[src/rtl/ssemi_adc_decimator_out_fifo.sv]
// FWFT output buffer behind the decimator: level/watermark reporting,
// overflow detection and a saturating drop counter, single clock domain.
module ssemi_adc_decimator_out_fifo #(
  parameter int unsigned DATA_WIDTH   = 24,
  parameter int unsigned DEPTH        = 16,
  parameter bit          DROP_ON_FULL = 1'b1,
  localparam int unsigned LVL_W       = $clog2(DEPTH) + 1
) (
  input  logic                  i_clk,
  input  logic                  i_rst_n,
  input  logic                  i_decim_valid,
  input  logic [DATA_WIDTH-1:0] i_decim_data,
  output logic                  o_decim_ready,
  output logic                  o_rd_valid,
  output logic [DATA_WIDTH-1:0] o_rd_data,
  input  logic                  i_rd_ready,
  input  logic                  i_flush,
  input  logic [LVL_W-1:0]      i_watermark,
  output logic [LVL_W-1:0]      o_level,
  output logic                  o_watermark_irq,
  output logic                  o_overflow,
  input  logic                  i_overflow_clr,
  output logic [15:0]           o_drop_count
);

  localparam int unsigned      PTR_W    = $clog2(DEPTH);
  localparam logic [LVL_W-1:0] FULL_LVL = LVL_W'(DEPTH);

  logic [DATA_WIDTH-1:0] mem_q [DEPTH];

  logic [PTR_W-1:0]      wr_ptr_q, wr_ptr_d;
  logic [PTR_W-1:0]      rd_ptr_q, rd_ptr_d;
  logic [LVL_W-1:0]      level_q, level_d;
  logic                  rd_valid_q, rd_valid_d;
  logic [DATA_WIDTH-1:0] rd_data_q, rd_data_d;
  logic                  ready_q, ready_d;
  logic                  irq_q, irq_d;
  logic                  ovf_q, ovf_d;
  logic [15:0]           drop_cnt_q, drop_cnt_d;

  logic full_c, push_c, pop_c, drop_c, bypass_c;

  // Flush discards both the push and the pop of its cycle; a full FIFO
  // never accepts a write, even when a pop frees a slot in the same cycle.
  always_comb begin
    full_c   = (level_q == FULL_LVL);
    push_c   = i_decim_valid && !full_c && !i_flush;
    pop_c    = rd_valid_q && i_rd_ready && !i_flush;
    drop_c   = DROP_ON_FULL && i_decim_valid && full_c && !i_flush;
    // The incoming sample becomes the head when nothing else remains after the pop.
    bypass_c = push_c && (level_q == LVL_W'(pop_c));
  end

  always_comb begin
    wr_ptr_d   = wr_ptr_q;
    rd_ptr_d   = rd_ptr_q;
    level_d    = level_q;
    rd_valid_d = 1'b0;
    rd_data_d  = '0;
    ready_d    = 1'b1;
    irq_d      = 1'b0;
    ovf_d      = ovf_q;
    drop_cnt_d = drop_cnt_q;

    if (push_c) wr_ptr_d = wr_ptr_q + PTR_W'(1);
    if (pop_c)  rd_ptr_d = rd_ptr_q + PTR_W'(1);
    case ({push_c, pop_c})
      2'b10:   level_d = level_q + LVL_W'(1);
      2'b01:   level_d = level_q - LVL_W'(1);
      default: level_d = level_q;
    endcase
    if (i_flush) begin
      wr_ptr_d = '0;
      rd_ptr_d = '0;
      level_d  = '0;
    end

    // Head is registered so o_rd_data is a flop and reads zero when empty.
    rd_valid_d = (level_d != '0);
    if (!rd_valid_d)   rd_data_d = '0;
    else if (bypass_c) rd_data_d = i_decim_data;
    else               rd_data_d = mem_q[rd_ptr_d];

    ready_d = DROP_ON_FULL ? 1'b1 : (level_d != FULL_LVL);
    irq_d   = (i_watermark != '0) && (level_d >= i_watermark);

    ovf_d = drop_c || (ovf_q && !i_overflow_clr);
    if (drop_c && (drop_cnt_q != 16'hFFFF)) drop_cnt_d = drop_cnt_q + 16'd1;
  end

  always_ff @(posedge i_clk or negedge i_rst_n) begin
    if (!i_rst_n) begin
      wr_ptr_q   <= '0;
      rd_ptr_q   <= '0;
      level_q    <= '0;
      rd_valid_q <= 1'b0;
      rd_data_q  <= '0;
      ready_q    <= 1'b1;
      irq_q      <= 1'b0;
      ovf_q      <= 1'b0;
      drop_cnt_q <= '0;
    end else begin
      wr_ptr_q   <= wr_ptr_d;
      rd_ptr_q   <= rd_ptr_d;
      level_q    <= level_d;
      rd_valid_q <= rd_valid_d;
      rd_data_q  <= rd_data_d;
      ready_q    <= ready_d;
      irq_q      <= irq_d;
      ovf_q      <= ovf_d;
      drop_cnt_q <= drop_cnt_d;
    end
  end

  // Sample storage; contents are don't-care until written.
  always_ff @(posedge i_clk) begin
    if (push_c) mem_q[wr_ptr_q] <= i_decim_data;
  end

  assign o_decim_ready   = ready_q;
  assign o_rd_valid      = rd_valid_q;
  assign o_rd_data       = rd_data_q;
  assign o_level         = level_q;
  assign o_watermark_irq = irq_q;
  assign o_overflow      = ovf_q;
  assign o_drop_count    = drop_cnt_q;

endmodule

[config.mk]
export PLATFORM = sky130hd
export DESIGN_NAME = ssemi_adc_decimator_out_fifo
export DESIGN_NICKNAME = d
export VERILOG_FILES = /design/src/rtl/ssemi_adc_decimator_out_fifo.sv
export SDC_FILE = /design/constraint.sdc
export NUM_CORES = 1
export LEC_CHECK = 0
export CORE_UTILIZATION = 25
export CTS_CLUSTER_DIAMETER = 50
export DETAILED_ROUTE_END_ITERATION = 12
export SLEW_MARGIN = 20
export SYNTH_ARGS = -nofsm -noshare
export SYNTH_HDL_FRONTEND = slang
export SYNTH_SLANG_ARGS = --single-unit
[constraint.sdc]
create_clock -name i_clk -period 4.4 [get_ports i_clk]
set_clock_uncertainty 0.2 [all_clocks]
set_input_delay 0.88 -clock i_clk [delete_from_list [all_inputs] [get_ports i_clk]]
set_output_delay 0.88 -clock i_clk [all_outputs]
set_load 0.05 [all_outputs]
# Yosys cells after proc, flatten, opt, wreduce, memory -nomap -nowiden
# Memories as Yosys holds them, arrays and structs flattened.
# Cells that the tools add are included.
# W data, S select, Z words.
totals:
  mem_count: 1
  reg_bits: 56
  ramBits: 384
  input_bits: 35
  elab_cells: 47
mem_list:
  columns: ["name", "words", "width", "read_ports", "rd_ports_with_merged_regs", "wr", "line_no", "rtl"]
  rows:
  - ["mem_q", 16, 24, 1, 0, 1, "29", "logic [DATA_WIDTH-1:0] mem_q [DEPTH];"]
op_classes:
  n_lt_le_gt_ge: 1
  add_sub_neg: 5
  n_eq_ne: 5
  reduce_logical: 17
  muxes: 10
ops:
  columns: ["cell", "n"]
  rows:
  - ["$mux W24", 2]
  - ["$add A16 B1 Y16 const B", 1]
  - ["$mux W4", 4]
  - ["$ne A16 B16 Y1 const B", 1]
  - ["$logic_and A1 B1 Y1", 10]
  - ["$pmux W5 S2", 1]
  - ["$reduce_bool A5 Y1", 2]
  - ["$add A4 B1 Y4 const B", 2]
  - ["$add A5 B1 Y5 const B", 1]
  - ["$eq A5 B1 Y1", 1]
  - ["$eq A5 B5 Y1 const B", 1]
  - ["$ge A5 B5 Y1", 1]
  - ["$mux W5", 1]
  - ["$sub A5 B1 Y5 const B", 1]
  - ["$logic_not A1 Y1", 3]
  - ["$eq A2 B1 Y1 const B", 1]
  - ["$eq A2 B2 Y1 const B", 1]
  - ["$mux W1", 2]
  - ["$reduce_bool A2 Y1", 1]
  - ["$logic_or A1 B1 Y1", 1]

# Logic depth before layout (Yosys ltp)
logic_depth:
  word_depth: 9
  depth_mapped: 17

# Worst setup path before layout
# No wires, ideal clock.
synth_timing:
  kind: "in2reg"
  start: "input port i_flush"
  end: "register rd_data_q[10], in the netlist o_rd_data[10]"
  setup_ps: 121
  cell_stages: 13
  arrival_time_ps: 3621
  path_slack_ps: 458
  cell_sequence: "clkbuf_1 -> clkbuf_1 -> nor2_1 -> ha_1 -> xor2_1 -> ha_1 -> nor3b_1 -> o32ai_1 -> xor2_1 -> nor4_2 -> a21oi_2 -> buf_2 -> a22o_1"
synth_via:
  elab_chain_len: 7
synth_lines:
  columns: ["element", "line_no", "rtl"]
  rows:
  - ["from (decl)", "17", "input logic i_flush,"]
  - ["$logic_not A1 Y1", "47, 48", null]
  - ["$logic_and A1 B1 Y1 (on tied branches)", "48, 47", null]
  - ["$mux W4 (tied with other cells)", "66", "if (pop_c) rd_ptr_d = rd_ptr_q + PTR_W'(1);"]
  - ["$mux W4 or $pmux W5 S2 (tied branches)", "72, 67", null]
  - ["$mem_v2 Z16 W24 or $mux W5 (tied branches)", null, null]
  - ["$mux W24 or $reduce_bool A5 Y1 (tied branches)", "81, 79", null]
  - ["$mux W24 *", "80", "if (!rd_valid_d) rd_data_d = '0;"]
  - ["via rd_data_d[10]", "35", "logic [DATA_WIDTH-1:0] rd_data_q, rd_data_d;"]
  - ["to (signal assigned)", "107", "rd_data_q <= rd_data_d;"]
  - ["to (decl)", "35", null]
# The timed path passes the listed nets; every way through them passes the cells marked *.
# A chain may end at the register's enable or synchronous reset.

# Worst setup path after layout
layout_timing:
  start: "input port i_rd_ready"
  end: "register rd_data_q[13], in the netlist o_rd_data[13]"
layout_via:
  elab_chain_len: 7
layout_lines:
  columns: ["element", "line_no", "rtl"]
  rows:
  - ["from (decl)", "16", "input logic i_rd_ready,"]
  - ["$logic_and A1 B1 Y1 * (2 in a row)", "48", "pop_c = rd_valid_q && i_rd_ready && !i_flush;"]
  - ["$mux W4 (tied with other cells)", "66", null]
  - ["$mux W4 or $pmux W5 S2 (tied branches)", "72, 67", null]
  - ["$mem_v2 Z16 W24 or $mux W5 (tied branches)", null, null]
  - ["$mux W24 or $reduce_bool A5 Y1 (tied branches)", "81, 79", null]
  - ["$mux W24 *", "80", null]
  - ["via rd_data_d[13]", "35", null]
# Marks and branches as above.

==> results.json <==
{
  "status": "finished, final reports clean",
  "drtIter0Drc": 682,
  "max_freq_ghz": 0.264,
  "holdBufCountCts": 0,
  "reg2reg_slack_ns": 0.63,
  "synth.distinct_cells": 56,
  "htreeDepth": 2,
  "wl_per_cell_um": 21.8,
  "syn_nets": 871,
  "grt_max_degree": 57,
  "yosysWarningCount": 0,
  "grt-ovfl-total": 0,
  "final_nets": 1018,
  "dp_hpwl_um": 23300,
  "vias": 8722,
  "die_w_um": 264,
  "syn2layout_area_growth_pct": 22.3,
  "crit_fanout": 24,
  "finalCritPeriodShare": 0.861,
  "setup_viol": 0,
  "netlist_area_mm2": 0.0172,
  "crit_required_ns": 4.66,
  "worst_pin_slew_ns": 0.946,
  "netlist.area_leader.share": 0.670,
  "gp_congestion": 0.770,
  "worst_skew_pair.late_latency_ns": 0.58,
  "pin_count": 84,
  "setup_tns_ns": 0,
  "drc_errors": 0,
  "crit_path_max_incr_delay_ns": 0.56,
  "cts.repair.resized": 0,
  "yosys.area.top_type": "edfxtp_1",
  "ys_seq_area_frac": 0.752,
  "synth_edf_count": 384,
  "synth_ff_type": "edfxtp_1",
  "maxSlewHeadroom": 0.369,
  "clk_transition_reported_paths_ns": 0.06,
  "cts_buffers": 50,
  "rsz0062_at_grt": "false",
  "maxCapViolCount": 0,
  "core.rowCount": 95,
  "hold_violations": 0,
  "avgSynthCellArea_um2": 20.9,
  "antenna_left": 0,
  "grt_pass1_vias": 9186,
  "root_buffer": "clkbuf_16",
  "powerDensity_mw_per_mm2": 449,
  "cp-end-kind": "flop",
  "postCtsSetupRepairBufs": 0,
  "antenna_cells": 0,
  "wl_um": 41000,
  "cts.sinks": 440,
  "cts_tree": "yes",
  "startpoint_type": "input pin",
  "n_fill_cell": 6409,
  "fin_crit_ns": 3.79,
  "hold_class": "input pin to asynchronous set/reset pin",
  "start_util": 0.254,
  "synth.area.top_cells": "edfxtp_1, mux4_2, dfrtp_1, a22o_1, a221o_1",
  "syn_inst": 822,
  "cts_max_path_buffers": 3,
  "core_mm2": 0.0676,
  "p_leak_nw": 6.89,
  "worst_path_max_delay_cell": "clkdlybuf4s50_1",
  "drive_gt1_frac": 0.236,
  "ff2ff_path_depth": 14,
  "via_per_inst": 4.63,
  "drv_slew": 0,
  "antenna_found_initial": 1,
  "crit_type": "input pin to flop",
  "dieArea_mm2": 0.0698,
  "synth_seq_cells": 440,
  "crit_chain": "clkdlybuf4s50_1, nand2_1, nor2_1, ha_1, xor2_1, ha_1, nor3b_1, o32ai_1, xor2_1, nor4_2, a21oi_2, buf_4, a22o_1",
  "ir_worst_vdd_v": 0.000243,
  "die_y_um": 264,
  "first_pass_iters": 4,
  "async_flop_share": 0.127,
  "grt_usage": 0.119,
  "grt_first_pass_wirelength_um": 61500,
  "arrival_ns": 4.05,
  "hold_ws_ns": 0.260,
  "io_buffer_count": 82
}
-- through the flow --
step | area, um^2 | util | setup slack, ns | total power, W | std cells
finish | 21000 | 0.311 | 0.612 | 0.00945 | 1883
global route | 21000 | 0.311 | 0.291 | 0.00976 | 1883
CTS | 21000 | 0.311 | 0.635 | 0.00956 | 1883
detailed placement | 19400 | 0.287 | 0.0449 | 0.00554 | 1790
global placement | 19400 | 0.287 | 0.114 | 0.00552 | 1790
floorplan | 17200 | - | 0.458 | 0.00521 | 822
-- power by group --
part	switching [W]	leakage [nW]	internal (W)	total, W
clock	0.00166	0.776	0.00235	0.00401
combinational	0.000449	1.90	0.000321	0.000770
sequential	0.0000559	4.21	0.00461	0.00467
-- worst max-delay path, delay by kind of cell --
kind                       cells  cell delay [ns]
AOI/OAI and AO/OA              3             0.70
xor gates and xnor gates       2             0.27
buffers and inverters          2             0.84
and+or+nand+nor                4             0.81
adders and majority gates      2             0.52
-- cell type report --
class,instances,area [um^2],share of cell area
inverter,12,45.0,0.00214
multi-input combinational,331,4030,0.191
timing repair buffer,134,1330,0.0634
tap,873,1090,0.0519
sequential,440,12900,0.615
clock buffer,73,1400,0.0665
clock inverter,20,206,0.00981
-- logic make-up after synthesis --
group,count (synthesis),share of synthesized area
other,1,0.000218
and+or+nand+nor,89,0.0296
xor gates and xnor gates,24,0.0122
AOI/OAI and AO/OA,104,0.0526
DFF,440,0.752
muxes,99,0.128
adders and majority gates,14,0.0102
buffers and inverters,51,0.0157
-- worst paths after layout --
check	startpoint	to
hold / removal	i_rst_n	o_rd_data[2]$_DFF_PN0_
setup reg to reg	o_level[1]$_DFF_PN0_	o_rd_data[13]$_DFF_PN0_
min in group i_clk	o_drop_count[10]$_DFFE_PN0P_	o_drop_count[10]$_DFFE_PN0P_
max in group asynchronous	i_rst_n	o_rd_data[19]$_DFF_PN0_
hold reg to reg	o_drop_count[10]$_DFFE_PN0P_	o_drop_count[10]$_DFFE_PN0P_
setup / recovery	i_rd_ready	o_rd_data[13]$_DFF_PN0_
-- cells in the mapped netlist (all sizes together), types with 3 or more instances --
cell    number
edfxtp     384
mux4        96
dfrtp       56
a22o        48
a221o       24
buf         24
nor2        16
clkbuf      15
xnor2       15
and2        14
ha          14
a21oi       13
inv         12
nand2       11
xor2         9
nand3        7
nand4        7
and3         6
nand2b       5
nor3         5
a21o         4
nor2b        3
nor3b        3
nor4         3
o21ai        3
or3          3
-- flip-flops by register name (all words and copies together), names as in the netlist --
name	flops
o_rd_data	24
o_level	5
wr_ptr_q	4
o_drop_count	16
o_overflow	1
rd_ptr_q	4
mem_q	384
o_watermark_irq	1
o_rd_valid	1
-- layer usage --
layer	up-vias	routed length (um)	part of all wire	global-route usage
met5	-	13	0.00032	0
met4	2	758	0.019	0.0305
met3	65	2290	0.056	0.0254
met2	256	19700	0.48	0.196
met1	4669	18200	0.44	0.160
li1	3730	-	-	-
-- layout by cell type (no fill, tap or decap), types with 6 or more instances in the layout --
master and n:
xor2_1 9, clkbuf_16 51, nor2_1 15, clkdlybuf4s50_1 81
nand2_1 11, edfxtp_1 384, a221o_1 24, and2_1 13
dfrtp_1 56, buf_12 10, mux4_2 96, nand4_1 7
ha_1 14, and3_1 6, xnor2_1 15, a22o_1 48
buf_4 43, a21oi_1 8, clkbuf_1 18, nand3_1 7
inv_1 12
(Power assumes the default switching activity.)
